===== config.mk =====
export PLATFORM = sky130hd
export DESIGN_NAME = shift_reg_input
export DESIGN_NICKNAME = d
export VERILOG_FILES = /design/src/rtl/shift_reg_input.sv
export SDC_FILE = /design/constraint.sdc
export NUM_CORES = 1
export LEC_CHECK = 0
export ABC_AREA = 1
export CAP_MARGIN = 20
export CORE_MARGIN = 2
export CORE_UTILIZATION = 54
export CTS_BUF_LIST = sky130_fd_sc_hd__clkbuf_8
export DETAILED_ROUTE_END_ITERATION = 8
export GPL_TIMING_DRIVEN = 0
export PLACE_DENSITY = 0.8
export SLEW_MARGIN = 15
export SYNTH_ARGS = -nofsm -noshare
export SYNTH_HDL_FRONTEND = slang
export SYNTH_SLANG_ARGS = --single-unit

===== constraint.sdc =====
create_clock -name i_clk -period 1.4 [get_ports i_clk]
set_clock_uncertainty 0.1 [all_clocks]
set_input_delay 0.28 -clock i_clk [delete_from_list [all_inputs] [get_ports i_clk]]
set_output_delay 0.28 -clock i_clk [all_outputs]
set_load 0.02 [all_outputs]

===== src/rtl/shift_reg_input.sv =====
// 74HC165 chain reader: a level change on i_start_toggle runs one load/shift scan.
// Optional SHIFT_REG_INPUT_CONTINUOUS_EN: free-running back-to-back scans from reset.
module shift_reg_input #(
   parameter int DATA_WIDTH = 3,
   parameter int DATA_SIZE  = 1 << DATA_WIDTH,
   parameter int CLK_DIV    = 1
) (
   input  logic                 i_clk,
   input  logic                 i_reset,
   input  logic                 i_start_toggle,
   input  logic                 i_q7,
   output logic                 o_pl_n,
   output logic                 o_cp,
   output logic [DATA_SIZE-1:0] o_value,
   output logic                 o_valid,
   output logic                 o_busy
);

   localparam int PW = $clog2(CLK_DIV) + 1;
   localparam int CW = DATA_WIDTH + 1;

   typedef enum logic [2:0] {
      S_IDLE,
      S_LOAD,
      S_SETTLE,
      S_SAMPLE,
      S_HIGH,
      S_DONE
   } state_t;

   state_t               r_state;
   logic [PW-1:0]        r_phase;
   logic [CW-1:0]        r_cnt;
   logic [DATA_SIZE-1:0] r_shift;
   logic                 r_last_toggle;

   logic                 w_phase_end;
   logic                 w_last_bit;
   logic [DATA_SIZE-1:0] w_shift_next;

   assign w_phase_end  = (r_phase == PW'(CLK_DIV - 1));
   assign w_last_bit   = (r_cnt == CW'(DATA_SIZE - 1));
   assign w_shift_next = {r_shift[DATA_SIZE-2:0], i_q7};

   always_ff @(posedge i_clk) begin
      if (i_reset) begin
         r_state       <= S_IDLE;
         r_phase       <= '0;
         r_cnt         <= '0;
         r_shift       <= '0;
         r_last_toggle <= i_start_toggle;
         o_pl_n        <= 1'b1;
         o_cp          <= 1'b0;
         o_value       <= '0;
         o_valid       <= 1'b0;
         o_busy        <= 1'b0;
      end else begin
         o_valid <= 1'b0;
         case (r_state)
            S_IDLE: begin
               r_last_toggle <= i_start_toggle;
`ifdef SHIFT_REG_INPUT_CONTINUOUS_EN
               if (1'b1) begin
`else
               if (i_start_toggle != r_last_toggle) begin
`endif
                  r_shift <= '0;
                  r_cnt   <= '0;
                  r_phase <= '0;
                  r_state <= S_LOAD;
                  o_pl_n  <= 1'b0;
                  o_cp    <= 1'b0;
                  o_busy  <= 1'b1;
               end
            end
            S_LOAD: begin
               if (w_phase_end) begin
                  r_phase <= '0;
                  r_state <= S_SETTLE;
                  o_pl_n  <= 1'b1;
               end else begin
                  r_phase <= r_phase + PW'(1);
               end
            end
            S_SETTLE: begin
               if (w_phase_end) begin
                  r_phase <= '0;
                  r_state <= S_SAMPLE;
               end else begin
                  r_phase <= r_phase + PW'(1);
               end
            end
            S_SAMPLE: begin
               if (w_phase_end) begin
                  r_phase <= '0;
                  r_shift <= w_shift_next;
                  r_cnt   <= r_cnt + CW'(1);
                  if (w_last_bit) begin
                     r_state <= S_DONE;
                     o_value <= w_shift_next;
                     o_valid <= 1'b1;
                  end else begin
                     r_state <= S_HIGH;
                     o_cp    <= 1'b1;
                  end
               end else begin
                  r_phase <= r_phase + PW'(1);
               end
            end
            S_HIGH: begin
               if (w_phase_end) begin
                  r_phase <= '0;
                  r_state <= S_SAMPLE;
                  o_cp    <= 1'b0;
               end else begin
                  r_phase <= r_phase + PW'(1);
               end
            end
            S_DONE: begin
               r_state <= S_IDLE;
`ifdef SHIFT_REG_INPUT_CONTINUOUS_EN
               // One rest cycle in IDLE with busy held keeps the 2 + CLK_DIV*(2N+1) scan period.
               o_busy  <= 1'b1;
`else
               o_busy  <= 1'b0;
`endif
            end
            default: begin
               r_state <= S_IDLE;
               o_pl_n  <= 1'b1;
               o_cp    <= 1'b0;
               o_busy  <= 1'b0;
            end
         endcase
      end
   end

endmodule


### Word-level counts from Yosys, hierarchy flattened

Index checks and enable logic that the tools add are counted.
W data, S select, Z words.

* equal/unequal tests: 13
* div/mod/pow operators: 0
* muxes and demuxes: 26
* reduce and logical (&&, ||, !) cells: 16
* $add $sub $neg: 2
* bitwise operators: 5
* shift operators: 0
* order comparisons: 0
* $mul: 0

Operators with widths (number)
* $mux W7: 2
* $pmux W7 S2: 1
* $mux W3: 4
* $ne A2 B2 Y1 const B: 6
* $pmux W3 S4: 1
* $mux W1: 11
* $reduce_and A3 Y1: 3
* $mux W4: 2
* $pmux W4 S2: 1
* $reduce_or A4 Y1: 2
* $eq A3 B2 Y1 const B: 2
* $eq A3 B3 Y1 const B: 2
* $reduce_bool A2 Y1: 3
* $reduce_or A3 Y1: 2
* $not A1 Y1: 5
* $reduce_and A5 Y1: 1
* $add A4 B1 Y4 const B: 1
* $eq A4 B3 Y1 const B: 1
* $pmux W1 S2: 2
* $pmux W1 S4: 1
* $reduce_and A2 Y1: 2
* $reduce_and A4 Y1: 1
* $eq A3 B1 Y1 const B: 1
* $logic_not A3 Y1: 1
* 4 further kinds: 4

* input bits: 4
* output and inout bits: 12
* bits in read-only memories: 0
* bits in latches: 0
* RAM bits: 0
* memories kept: 0
* flip-flop bits (word level): 28
* logic and storage cells: 72

### Longest topological paths before layout

* depth after elaboration: 4
* gate-level depth with buffers: 9
* depth with buffers taken out: 8

### Least setup slack after synthesis

No wires, ideal clock.

* path kind: flip-flop to flip-flop
* start point: register r_cnt[0]
* end point: register o_cp
* arrival: 1.099 ns
* path buffers: 1
* stages on the path, launching flop included: 10
* required time: 1.189 ns
* setup slack: 0.090 ns
* library setup time: 0.111 ns
* clock period less this slack: 1.310 ns
* cells stage by stage: dfxtp_1 -> ha_1 -> nand2_1 -> nor2_1 -> nand2_2 -> buf_6 -> nand2_2 -> nor2_1 -> nor2_2 -> nor2_1

* word-level cells in the longest chain between the ends: 3

Ends and longest elaborated chain
* from (decl): RTL line 33 `logic [CW-1:0] r_cnt;`
* from (signal assigned): RTL line 97 `r_cnt <= r_cnt + CW'(1);`
* $eq A4 B3 Y1: RTL line 42 `assign w_last_bit = (r_cnt == CW'(DATA_SIZE - 1));`
* $ne A2 B2 Y1 (no line)
* $reduce_and A5 Y1 (no line)
* to (signal assigned): RTL line 53 `o_cp <= 1'b0;`
* to (signal assigned): RTL line 72 `o_cp <= 1'b0;`
* to (signal assigned): RTL line 104 `o_cp <= 1'b1;`
* to (decl): RTL line 13 `output logic o_cp,`

Every way passes these cells.
A chain may end at the register's enable or synchronous reset.

### Worst setup path in the final report

Same ends and word-level chain as after synthesis.

==> impl_metrics.toml <==
[sta]
worst_slew_margin_rel = 0.8463
fin_tns_setup_ps = 0
setup_viol = 0
max_clock_freq_mhz = 733.2
tightestPinTransition_ps = 230.2
drv_slew = 0
final_critical_path_share_of_the_clock_period = 0.9742
fin_ws_ps = 36.18
period_needed_ps = 1364
report.final.hold_viol_count = 0

[run]
max-cap-violations = 0

[placement]
dp_hpwl_mm = 1.634
place_worst_setup_slack_ps = -200.6
port-buffer-count = 14
gpl.final_weighted_congestion = 0.8200

[floorplan]
coreArea_mm2 = 0.001922
start_util = 0.5586
io_pins = 16
chip_height_um = 48.59
chipWidth_um = 48.59
fp.dieArea_mm2 = 0.002361
site_rows = 16

[power_and_ir_drop]
p_total_w = 0.001534
seq_power_share = 0.549
cellInternalPower_w = 0.001105
power_density_mw_per_mm2 = 1130
share_clk_of_total_power = 0.280
vdd.ir_drop.worst_mv = 0.8652
combinationalPowerShare = 0.172
p_sw_frac = 0.2797
power.switching_w = 0.0004289
power_leakage_nw = 0.6250

[route]
drt_drc_violations_left = 0
num_vias = 976
firstDrtPassIters = 4
drt_first_iter_violations = 25
finalWirelength_mm = 2.348
wl_per_cell_um = 12.29
route.detailed.vias_per_inst = 5.110
final_antenna_net_count = 0

[final_layout]
fillCellCount = 169
multi_input_area_um2 = 491.7
synthToLayoutAreaGrowth_pct = 26.46
most-common-layout-cells = "43 x nand2_1, 21 x dfxtp_1, 12 x dlygate4sd2_1"
antenna-diode-count = 0
regArea_um2 = 559.3
finish.net_count = 170
mostFrequentLayoutCell = "nand2_1"
drive_above_1_share = 0.1890

[worst_setup_path]
crit_slowest_cell = "dfxtp_2"
worst_path_dominant_cell_family = "simple AND/OR/NAND/NOR gates"
wp_data_required_ps = 1470
path_class = "reg -> reg"
critPathLaunchType = "register"
crit_chain = "ha_4 > nand2_4 > nor2_4 > nand2_2 > buf_6 > nand2_2 > nor2_2 > nor2_2 > nor2_1"
maximum_net_fanout_on_the_critical_path = 5
buf_inv_on_cp = 1
worst-endpoint-arrival_ps = 1430
cp_slowest_stage_delay_ps = 370
worstSetupEndpointType = "register"

[clocking]
ctsHoldBuffers = 0
sinks_on_clock_net = 27
cts.htree.levels = 1
numCtsBuffers = 3
cts.clk_slew.worst_paths_ps = 90
clockBufferDepth = 2
clk-insertion-delay-late_ps = 270
tritoncts_clock_tree = "built"
cts-root-buf = "clkbuf_8"

[run_status]
status = "completed"

[yosys]
yosys-top-cells-area = "dfxtp_1 48%, nand2_1 15%, a21oi_1 4.7%"
syn-mean-instance-area_um2 = 7.614
synth_nets = 146
syn-instance-count = 141
synth_cell_types = 20
synth_seq_cells = 27
yosysTopAreaCellShare = 0.4848
yosysWarningCount = 0
yosysTopAreaCell = "dfxtp_1"
seq_area_frac_synth = 0.5128
netlist_area_mm2 = 0.001074

[global_route]
gr_ovfl_total = 0
number_of_global_route_vias_before_repair = 903
groute.usage.overall = 0.2033
grt_first_pass_wirelength_mm = 3.732
grt_antenna_before_repair = 0
grt_start_max_net_pins = 16

[hold_path]
hold_class = "in -> reg"
## routing by layer
| layer | part of all wire | GRT usage | wire length [µm] |
|---|---|---|---|
| met1 | 0.45 | 0.2450 | 1063 |
| met2 | 0.50 | 0.3634 | 1182 |
| met3 | 0.029 | 0.03704 | 68 |
| met4 | 0.014 | 0.07143 | 34 |
| met5 | 0 | 0 | 0 |
## stage by stage
stage | area (µm²) | utilization | instances | hold slack, ps
after floorplan | 1074 | - | 141 | 278.9
after global placement | 1247 | 0.6491 | 182 | 351.5
after detailed placement | 1247 | 0.6491 | 182 | 354.0
after CTS | 1289 | 0.6706 | 187 | 182.3
after global routing | 1358 | 0.7064 | 191 | 198.8
final | 1358 | 0.7064 | 191 | 178.1
## power groups by stage
| stage | Combinational (W) | Clock, W | Sequential (W) |
|---|---|---|---|
| after CTS | 0.000252 | 0.000438 | 0.000834 |
| after detailed placement | 0.000258 | 0 | 0.000854 |
| after floorplan | 0.000156 | 0 | 0.000870 |
| after global placement | 0.000242 | 0 | 0.000851 |
| after global routing | 0.000291 | 0.000469 | 0.000846 |
| final | 0.000263 | 0.000429 | 0.000842 |
## registers in the layout (all words and copies together), names as in the netlist
name           flops
r_shift            7
o_cp               1
o_pl_n             1
o_busy             1
r_last_toggle      1
o_value            8
o_valid            1
r_state            3
r_cnt              4
## cell type report
type	count	share of cell area
buffer	3	0.01567
clock buffer	3	0.03041
clock inverter	1	0.003687
inverter	12	0.03318
multi-input combinational	99	0.3622
sequential	27	0.4120
tap	27	0.02488
timing repair buffer	19	0.1180
## cell families (layout without fill, tap and decap cells)
group / count (synthesis) / after routing / share of synthesized area
AO/OA/AOI/OAI: 24 / 24 / 0.1154
adder cells (fa/ha/maj): 1 / 1 / 0.01165
buffers and inverters: 15 / 38 / 0.06177
flip-flops: 27 / 27 / 0.5128
AND/OR/NAND/NOR: 74 / 74 / 0.2984
## cells in the mapped netlist
library cell,n
nor2_2,1
nand2_2,4
dfxtp_1,26
ha_1,1
nor2_1,12
o22ai_1,3
nand2_1,44
buf_6,1
nor3_1,1
inv_1,9
buf_2,2
o21ai_0,9
nor2_4,1
nand3_1,9
nand4_1,1
o21ai_1,2
edfxtp_1,1
nand2_4,1
a21oi_1,10
inv_2,3
## worst paths after layout
kind,slack [ps],cells past startpoint,start,endpoint
setup / recovery,40,9,r_cnt[0]$_SDFFE_PP0P_,o_cp$_SDFFE_PP0P_
hold / removal,180,2,i_reset,o_value[1]$_SDFFE_PP0P_
setup reg to reg,40,9,r_cnt[0]$_SDFFE_PP0P_,o_cp$_SDFFE_PP0P_
hold reg to reg,360,2,o_value[1]$_SDFFE_PP0P_,o_value[1]$_SDFFE_PP0P_
## what timing repair did
item	4_1_cts	5_1_grt
endpoints found under the setup margin	15	9
resized for setup	14	15
setup buffers	1	3
gates cloned	0	1
pin swaps	0	5
Power figures use the tool's default switching activity.
